**src/rtl/mult_pkg.sv**
```systemverilog
// Shared types and helpers for the sequential shift-add multiplier.
// Holds the controller state encoding and the step counter width.
package mult_pkg;

  typedef enum logic [1:0] {
    IDLE,
    CLEAR,
    CALC,
    DONE
  } state_e;

  // Step counter must reach WIDTH-1; never narrower than one bit.
  function automatic int cnt_w(input int w);
    return (w < 3) ? 1 : $clog2(w);
  endfunction

endpackage

```
**src/rtl/add_sub_w.sv**
```systemverilog
// Combinational ripple adder/subtractor for the partial product.
// sub=1 inverts b and injects a carry, giving a - b.
module add_sub_w #(
  parameter int W = 9
) (
  input  logic [W-1:0] a,
  input  logic [W-1:0] b,
  input  logic         sub,
  output logic [W-1:0] s
);

  logic [W-1:0] bx;
  logic         cy;

  assign bx = b ^ {W{sub}};

  always_comb begin
    cy = sub;
    s  = '0;
    for (int i = 0; i < W; i++) begin
      s[i] = a[i] ^ bx[i] ^ cy;
      cy   = (a[i] & bx[i]) | (cy & (a[i] ^ bx[i]));
    end
  end

endmodule

```
**src/rtl/mult_shift_add.sv**
```systemverilog
// Sequential shift-add multiplier: one multiplier bit per cycle,
// signed or unsigned, product in {A,B} with extension bit X.
module mult_shift_add
  import mult_pkg::*;
#(
  parameter int WIDTH = 8
) (
  input  logic               Clk,
  input  logic               Reset,
  input  logic               Run,
  input  logic               Load_B,
  input  logic               Signed_Mode,
  input  logic [WIDTH-1:0]   Din,
  output logic               X,
  output logic [WIDTH-1:0]   A_out,
  output logic [WIDTH-1:0]   B_out,
  output logic [2*WIDTH-1:0] Product,
  output logic               Busy,
  output logic               Done
);

  localparam int CW = cnt_w(WIDTH);

  state_e           state_q, state_d;
  logic             x_q, x_d;
  logic [WIDTH-1:0] a_q, a_d;
  logic [WIDTH-1:0] b_q, b_d;
  logic [WIDTH-1:0] s_q, s_d;
  logic             mode_q, mode_d;
  logic [CW-1:0]    cnt_q, cnt_d;

  logic             last;
  logic [WIDTH:0]   ext_s;
  logic [WIDTH:0]   addend;
  logic [WIDTH:0]   sum;
  logic             sub;

  assign last   = (cnt_q == CW'(WIDTH - 1));
  assign ext_s  = mode_q ? {s_q[WIDTH-1], s_q} : {1'b0, s_q};
  assign addend = b_q[0] ? ext_s : '0;
  // The MSB of a signed multiplier carries negative weight.
  assign sub    = b_q[0] & mode_q & last;

  add_sub_w #(
    .W(WIDTH + 1)
  ) u_add (
    .a  ({x_q, a_q}),
    .b  (addend),
    .sub(sub),
    .s  (sum)
  );

  always_comb begin
    state_d = state_q;
    x_d     = x_q;
    a_d     = a_q;
    b_d     = b_q;
    s_d     = s_q;
    mode_d  = mode_q;
    cnt_d   = cnt_q;
    unique case (state_q)
      IDLE: begin
        if (Load_B) begin
          b_d = Din;
        end else if (Run) begin
          s_d     = Din;
          mode_d  = Signed_Mode;
          state_d = CLEAR;
        end
      end
      CLEAR: begin
        x_d     = 1'b0;
        a_d     = '0;
        cnt_d   = '0;
        state_d = CALC;
      end
      CALC: begin
        a_d = sum[WIDTH:1];
        b_d = {sum[0], b_q[WIDTH-1:1]};
        x_d = mode_q & sum[WIDTH];
        if (last) begin
          state_d = DONE;
        end else begin
          cnt_d = cnt_q + CW'(1);
        end
      end
      DONE: begin
        if (Load_B) begin
          b_d = Din;
        end else if (!Run) begin
          state_d = IDLE;
        end
      end
      default: state_d = IDLE;
    endcase
  end

  always_ff @(posedge Clk) begin
    if (!Reset) begin
      state_q <= IDLE;
      x_q     <= 1'b0;
      a_q     <= '0;
      b_q     <= '0;
      s_q     <= '0;
      mode_q  <= 1'b0;
      cnt_q   <= '0;
    end else begin
      state_q <= state_d;
      x_q     <= x_d;
      a_q     <= a_d;
      b_q     <= b_d;
      s_q     <= s_d;
      mode_q  <= mode_d;
      cnt_q   <= cnt_d;
    end
  end

  assign X       = x_q;
  assign A_out   = a_q;
  assign B_out   = b_q;
  assign Product = {a_q, b_q};
  assign Busy    = (state_q == CLEAR) || (state_q == CALC);
  assign Done    = (state_q == DONE);

endmodule

```
**config.mk**
```make
export PLATFORM = sky130hd
export DESIGN_NAME = mult_shift_add
export DESIGN_NICKNAME = d
export VERILOG_FILES = /design/src/rtl/mult_pkg.sv /design/src/rtl/add_sub_w.sv /design/src/rtl/mult_shift_add.sv
export SDC_FILE = /design/constraint.sdc
export NUM_CORES = 1
export LEC_CHECK = 0
export CAP_MARGIN = 10
export CORE_UTILIZATION = 48
export CTS_CLUSTER_DIAMETER = 100
export CTS_CLUSTER_SIZE = 8
export DETAILED_ROUTE_END_ITERATION = 10
export GPL_TIMING_DRIVEN = 0
export MAX_ROUTING_LAYER = met4
export PLACE_DENSITY = 0.8
export RECOVER_POWER = 100
export SLEW_MARGIN = 20
export SYNTH_ARGS = -nofsm -noshare
export SYNTH_HDL_FRONTEND = slang
export SYNTH_SLANG_ARGS = --single-unit
export TNS_END_PERCENT = 50
```
**constraint.sdc**
```tcl
create_clock -name Clk -period 5.5 [get_ports Clk]
set_clock_uncertainty 0.1 [all_clocks]
set_input_delay 0.825 -clock Clk [delete_from_list [all_inputs] [get_ports Clk]]
set_output_delay 0.825 -clock Clk [all_outputs]
set_load 0.01 [all_outputs]
```
======== Word-level counts from Yosys, hierarchy flattened ========
Cells that the tools add are included.
storage, ports and cells
  output and inout port bits .............. 35
  input port bits ......................... 13
  register bits ........................... 31
  logic and storage cells ................. 89
cells by class
  reductions and logical operators ........ 9
  $add $sub $neg .......................... 1
  muxes and demuxes ....................... 14
  bitwise gates (word level) .............. 47
  eq/ne operators ......................... 11
operator list
  cell                                                              number
  8-bit case mux with 2 select lines                                2
  1-bit AND                                                         19
  9-bit 2-to-1 mux                                                  2
  1-bit XOR                                                         18
  2-bit != test (second input constant)                             6
  2-bit 2-to-1 mux                                                  5
  9-bit XOR                                                         1
  8-bit 2-to-1 mux                                                  1
  1-bit bitwise OR                                                  8
  2-bit case mux with 4 select lines                                1
  3-bit case mux with 2 select lines                                1
  5-bit AND reduction                                               1
  2-bit == test (second input constant)                             2
  2-bit AND reduction                                               2
  2-bit nonzero test                                                2
  3-bit by 1-bit adder with 3-bit output (second input constant)    1
  3-bit == test (second input constant)                             1
  3-bit 2-to-1 mux                                                  1
  3-bit AND reduction                                               1
  2-bit by 1-bit == test with 1-bit output (second input constant)  1
  2-bit logical NOT                                                 1
  2-bit by 1-bit != test with 1-bit output (second input constant)  1
  1-bit case mux with 2 select lines                                1
  2-bit OR reduction                                                1
  2 further kinds                                                   2

======== Longest topological paths before layout ========
  word-level depth ........................ 23
  depth in mapped cells ................... 17

======== Cells and area by module ========
From an unflattened synthesis, not the netlist that was laid out.
unflattened totals
  cells, all modules ...................... 198
  area, all modules ....................... 1926.8 µm²
by module, submodules not included
  module          cells an instance  area each (µm²)  instances
  mult_shift_add  165                1611.5           1
  add_sub_w       33                 315.3            1

======== Worst setup path after synthesis ========
No wires, ideal clock.
  path type ............................... flip-flop to flip-flop
  start point ............................. register cnt_q[0]
  end point ............................... register a_q[7], in the netlist A_out[7]
  library setup time ...................... 116 ps
  path slack .............................. 1117 ps
  period minus slack after synthesis ...... 4383 ps
  cell stages (with the launch flop) ...... 18
  arrival time ............................ 4167 ps
  cell sequence ........................... dfxtp_1 > ha_1 > ha_1 > nand2_2 > xnor2_1 > and2_1 > fa_1 > fa_1 > fa_1 > fa_1 > fa_1 > inv_1 > fa_1 > inv_1 > fa_1 > xor2_1 > xnor2_1 > a41o_1
on the way
  cells in the longest elaborated chain, start to end .. 22
  elaborated cells on any way between the ends .. 38
  those cells by class .................... eq/ne (1); mux (1); bitwise (36)
ends and longest elaborated chain
  what                                    line                   RTL
  from (decl)                             mult_shift_add.sv:30   logic [CW-1:0] cnt_q, cnt_d;
  from (signal assigned)                  mult_shift_add.sv:114  cnt_q <= cnt_d;
  3-bit == test (*)                       mult_shift_add.sv:38   assign last = (cnt_q == CW'(WIDTH - 1));
  1-bit AND (*)                           mult_shift_add.sv:42   assign sub = b_q[0] & mode_q & last;
  9-bit XOR                               add_sub_w.sv:15        assign bx = b ^ {W{sub}};
  1-bit XOR                               add_sub_w.sv:22        cy = (a[i] & bx[i]) | (cy & (a[i] ^ bx[i]));
  1-bit AND                               add_sub_w.sv:22
  1-bit bitwise OR                        add_sub_w.sv:22
  1-bit AND                               add_sub_w.sv:22
  1-bit bitwise OR                        add_sub_w.sv:22
  [... 6 more ...]                        --
  1-bit AND                               add_sub_w.sv:22
  1-bit bitwise OR                        add_sub_w.sv:22
  1-bit AND                               add_sub_w.sv:22
  1-bit bitwise OR                        add_sub_w.sv:22
  1-bit AND                               add_sub_w.sv:22
  1-bit bitwise OR                        add_sub_w.sv:22
  1-bit XOR (*)                           add_sub_w.sv:21        s[i] = a[i] ^ bx[i] ^ cy;
  8-bit case mux with 2 select lines (*)  mult_shift_add.sv:61   unique case (state_q)
  to (signal assigned)                    mult_shift_add.sv:102  a_q <= '0;
  to (signal assigned)                    mult_shift_add.sv:110  a_q <= a_d;
  to (decl)                               mult_shift_add.sv:26   logic [WIDTH-1:0] a_q, a_d;
Mark *: on every way between the ends. The rest lies on a longest branch, timed or not.
A chain may end at the register's enable or synchronous reset.

======== Worst setup path after layout ========
Same ends and word-level chain as after synthesis.

==> impl_metrics.csv <==
group,metric,value,unit
status,status,"complete, no violations",
cells_and_area,drive_above_1_share,0.137,
setup_path,end_kind,"flop",
place,hpwl,2720,µm
pwr,peakVddDrop,0.262,mV
clock_tree,cts_buffers,5,
synth,synth_area,1770,µm²
global_routing,grt.total_usage,0.213,
clock_tree,clockBufferDepth,2,
clock_tree,clock-sinks,31,
flow_run,maxCapViolations,0,
synth,yosysUniqueCellTypes,34,
global_routing,grt_pass1_vias,1354,
synth,yosysSeqAreaShare,0.352,
place,place_ws,0.893,ns
pwr,power.share.switching,0.357,
setup_path,cp_max_fo,8,
setup_path,cp_top_family,"adder cells",
pwr,power_frac_clock,0.239,
synth,ys_warn_count,0,
synth,synth_edf_count,0,
cells_and_area,nets,266,
sta,rsz0062_at_grt,"no",
clock_tree,clk_pin_slew,0.07,ns
cells_and_area,area_growth_syn_to_layout,35.5,%
sta,tns,0,ns
setup_path,critical_path_class,"reg2reg",
route,ant_nets,0,
synth,ys.flop_type,"dfxtp_1",
synth,avgSynthCellArea,9.49,µm²
cells_and_area,layout_commonest_cell,"dlygate4sd3_1",
setup_path,cpPeakStageDelay,0.41,ns
sta,setup_violations,0,
setup_path,crit_buf_inv,2,
synth,synth_nets,212,
cells_and_area,antenna_cells,0,
sta,tightest_slew,0.773,ns
sta,fin_crit_sh,0.863,
setup_path,critPathSlowestCell,"fa_1",
clock_tree,htree_levels,2,
pwr,p_leak,0.00115,µW
floorplanning,ios,48,
clock_tree,cts_setup_buffers,0,
setup_path,cp_data_required_time,5.58,ns
floorplanning,die_h,62.6,µm
route,dr.pass1.iters,4,
clock_tree,post_cts_resized,0,
sta,min_period,4.74,ns
floorplanning,die-area,3920,µm²
setup_path,startpoint_type,"flop",
clock_tree,cts_root_buf,"clkbuf_8",
route,drt_wl_total,3650,µm
setup_path,cp_common_cell,"fa_1",
floorplanning,die_w,62.6,µm
route,wire_per_inst,12.7,µm
cells_and_area,final_cell_mix,"37 x dlygate4sd3_1, 31 x dfxtp_1, 29 x nor2_1",
sta,drv_slew,0,
pwr,combPwrFrac,0.448,
place,place.gp.congestion,0.764,
clock_tree,cts_hold_buf,0,
pwr,power_density,407,nW/µm²
global_routing,antenna_found_initial,0,
sta,setup_ws,0.756,ns
pwr,netSwitchingPower,347,µW
cells_and_area,fill_cells,287,
route,drc_errors,0,
clock_tree,clock_latency,0.28,ns
global_routing,grt_pass1_wl,6220,µm
synth,ys_ff_latch,31,
place,numPortBuffers,47,
sta,fmax,211,MHz
synth,async_reset_ff_frac,0,
route,via_count,1440,
clock_tree,cts_tree,"done",
setup_path,arrival,4.83,ns
pwr,power_frac_seq,0.313,
floorplanning,row_count,21,
route,drt-vias-per-instance,5.02,
floorplanning,core,3440,µm²
floorplanning,initial_core_util,0.513,
setup_path,rrSetupSlack,0.76,ns
hold_path,hold_class,"reg2reg",
pwr,intPower,625,µW
global_routing,grt_max_degree,11,
setup_path,cp_cell_sequence,"ha_1, ha_1, nand2_1, xnor2_1, and2_0, fa_1, fa_1, fa_1, fa_1, fa_1, inv_1, fa_1, inv_1, fa_1, xor2_1, xnor2_1, a41o_1",
route,drtIter0Drc,53,
global_routing,overflow,0,
sta,max-slew-margin-rel,0.479,
sta,hold_viol_final,0,
synth,syn_inst,186,
-- layout make-up --
| class | instances | area (µm²) | area share |
|---|---|---|---|
| timing repair buffer | 47 | 470 | 0.197 |
| clock buffer | 6 | 82.6 | 0.0345 |
| buffer | 23 | 156 | 0.0654 |
| tap | 46 | 57.6 | 0.0241 |
| sequential | 31 | 621 | 0.259 |
| multi-input combinational | 123 | 936 | 0.391 |
| clock inverter | 2 | 35.0 | 0.0146 |
| inverter | 9 | 33.8 | 0.0141 |
-- logic make-up (layout without fill, tap and decap cells) --
| family | Yosys count | in the layout | synth area share |
|---|---|---|---|
| AOI/OAI and AO/OA | 29 | 29 | 0.125 |
| xor gates and xnor gates | 11 | 11 | 0.0546 |
| buffers and inverters | 32 | 87 | 0.112 |
| and+or+nand+nor | 53 | 53 | 0.138 |
| adders and majority gates | 13 | 13 | 0.122 |
| muxes | 17 | 17 | 0.0964 |
| DFF | 31 | 31 | 0.352 |
-- cell usage after synthesis (all sizes together), types with 2 or more instances --
| master | n | area, µm² |
|---|---|---|
| nand3 | 2 | 10.0 |
| buf | 23 | 164 |
| inv | 9 | 33.8 |
| nor2 | 30 | 115 |
| a22oi | 8 | 60.1 |
| dfxtp | 31 | 621 |
| and3 | 3 | 18.8 |
| fa | 7 | 140 |
| o21ai | 4 | 23.8 |
| xnor2 | 9 | 78.8 |
| nand2 | 7 | 31.3 |
| a21oi | 5 | 25.0 |
| and2 | 7 | 43.8 |
| xor2 | 2 | 17.5 |
| a211oi | 7 | 62.6 |
| mux2i | 17 | 170 |
| ha | 6 | 75.1 |
-- through the flow --
stage          power [µW]  instances  cell area, µm²  hold WS [ns]   util
6_report              973        287            2390         0.412  0.695
5_1_grt              1040        287            2390         0.439  0.695
4_1_cts              1020        287            2410         0.416  0.700
3_5_place_dp          784        279            2290         0.399  0.666
3_3_place_gp          773        279            2290         0.386  0.666
2_1_floorplan         604        186            1770         0.370      -
-- power groups by stage --
stage / Clock, µW / Combinational [µW] / Sequential, µW
after floorplan: 0 / 292 / 313
after global placement: 0 / 464 / 308
after detailed placement: 0 / 474 / 310
after CTS: 237 / 475 / 306
after global routing: 251 / 476 / 311
final: 233 / 436 / 304
-- worst paths after layout --
check	start	endpoint	depth (start not counted)
worst max-delay path	cnt_q[0]	A_out[7]	17
worst min-delay path	state_q[1]	state_q[1]	2
worst max register to register	cnt_q[0]	A_out[7]	17
worst min register to register	state_q[1]	state_q[1]	2
-- per-layer routing --
metal | up-vias | global-route usage | share of wire
met5 | - | - | 0
met4 | 0 | 0.0698 | 0.014
met3 | 6 | 0.0602 | 0.053
met2 | 43 | 0.330 | 0.45
met1 | 673 | 0.267 | 0.48
li1 | 718 | - | -
-- worst reg2reg max path, delay by kind of cell, from the launching register on --
kind | cells | cell delay (ns)
and+or+nand+nor | 2 | 0.45
buffers and inverters | 2 | 0.12
xor gates and xnor gates | 3 | 0.50
AOI/OAI and AO/OA | 1 | 0.24
adders and majority gates | 9 | 2.88
DFF | 1 | 0.36
-- registers in the layout, summed over array words and instances, names as in the netlist --
name	cells
X	1
A_out	8
mode_q	1
B_out	8
state_q	2
s_q	8
cnt_q	3
No activity file was read; power rests on OpenSTA's default activity.
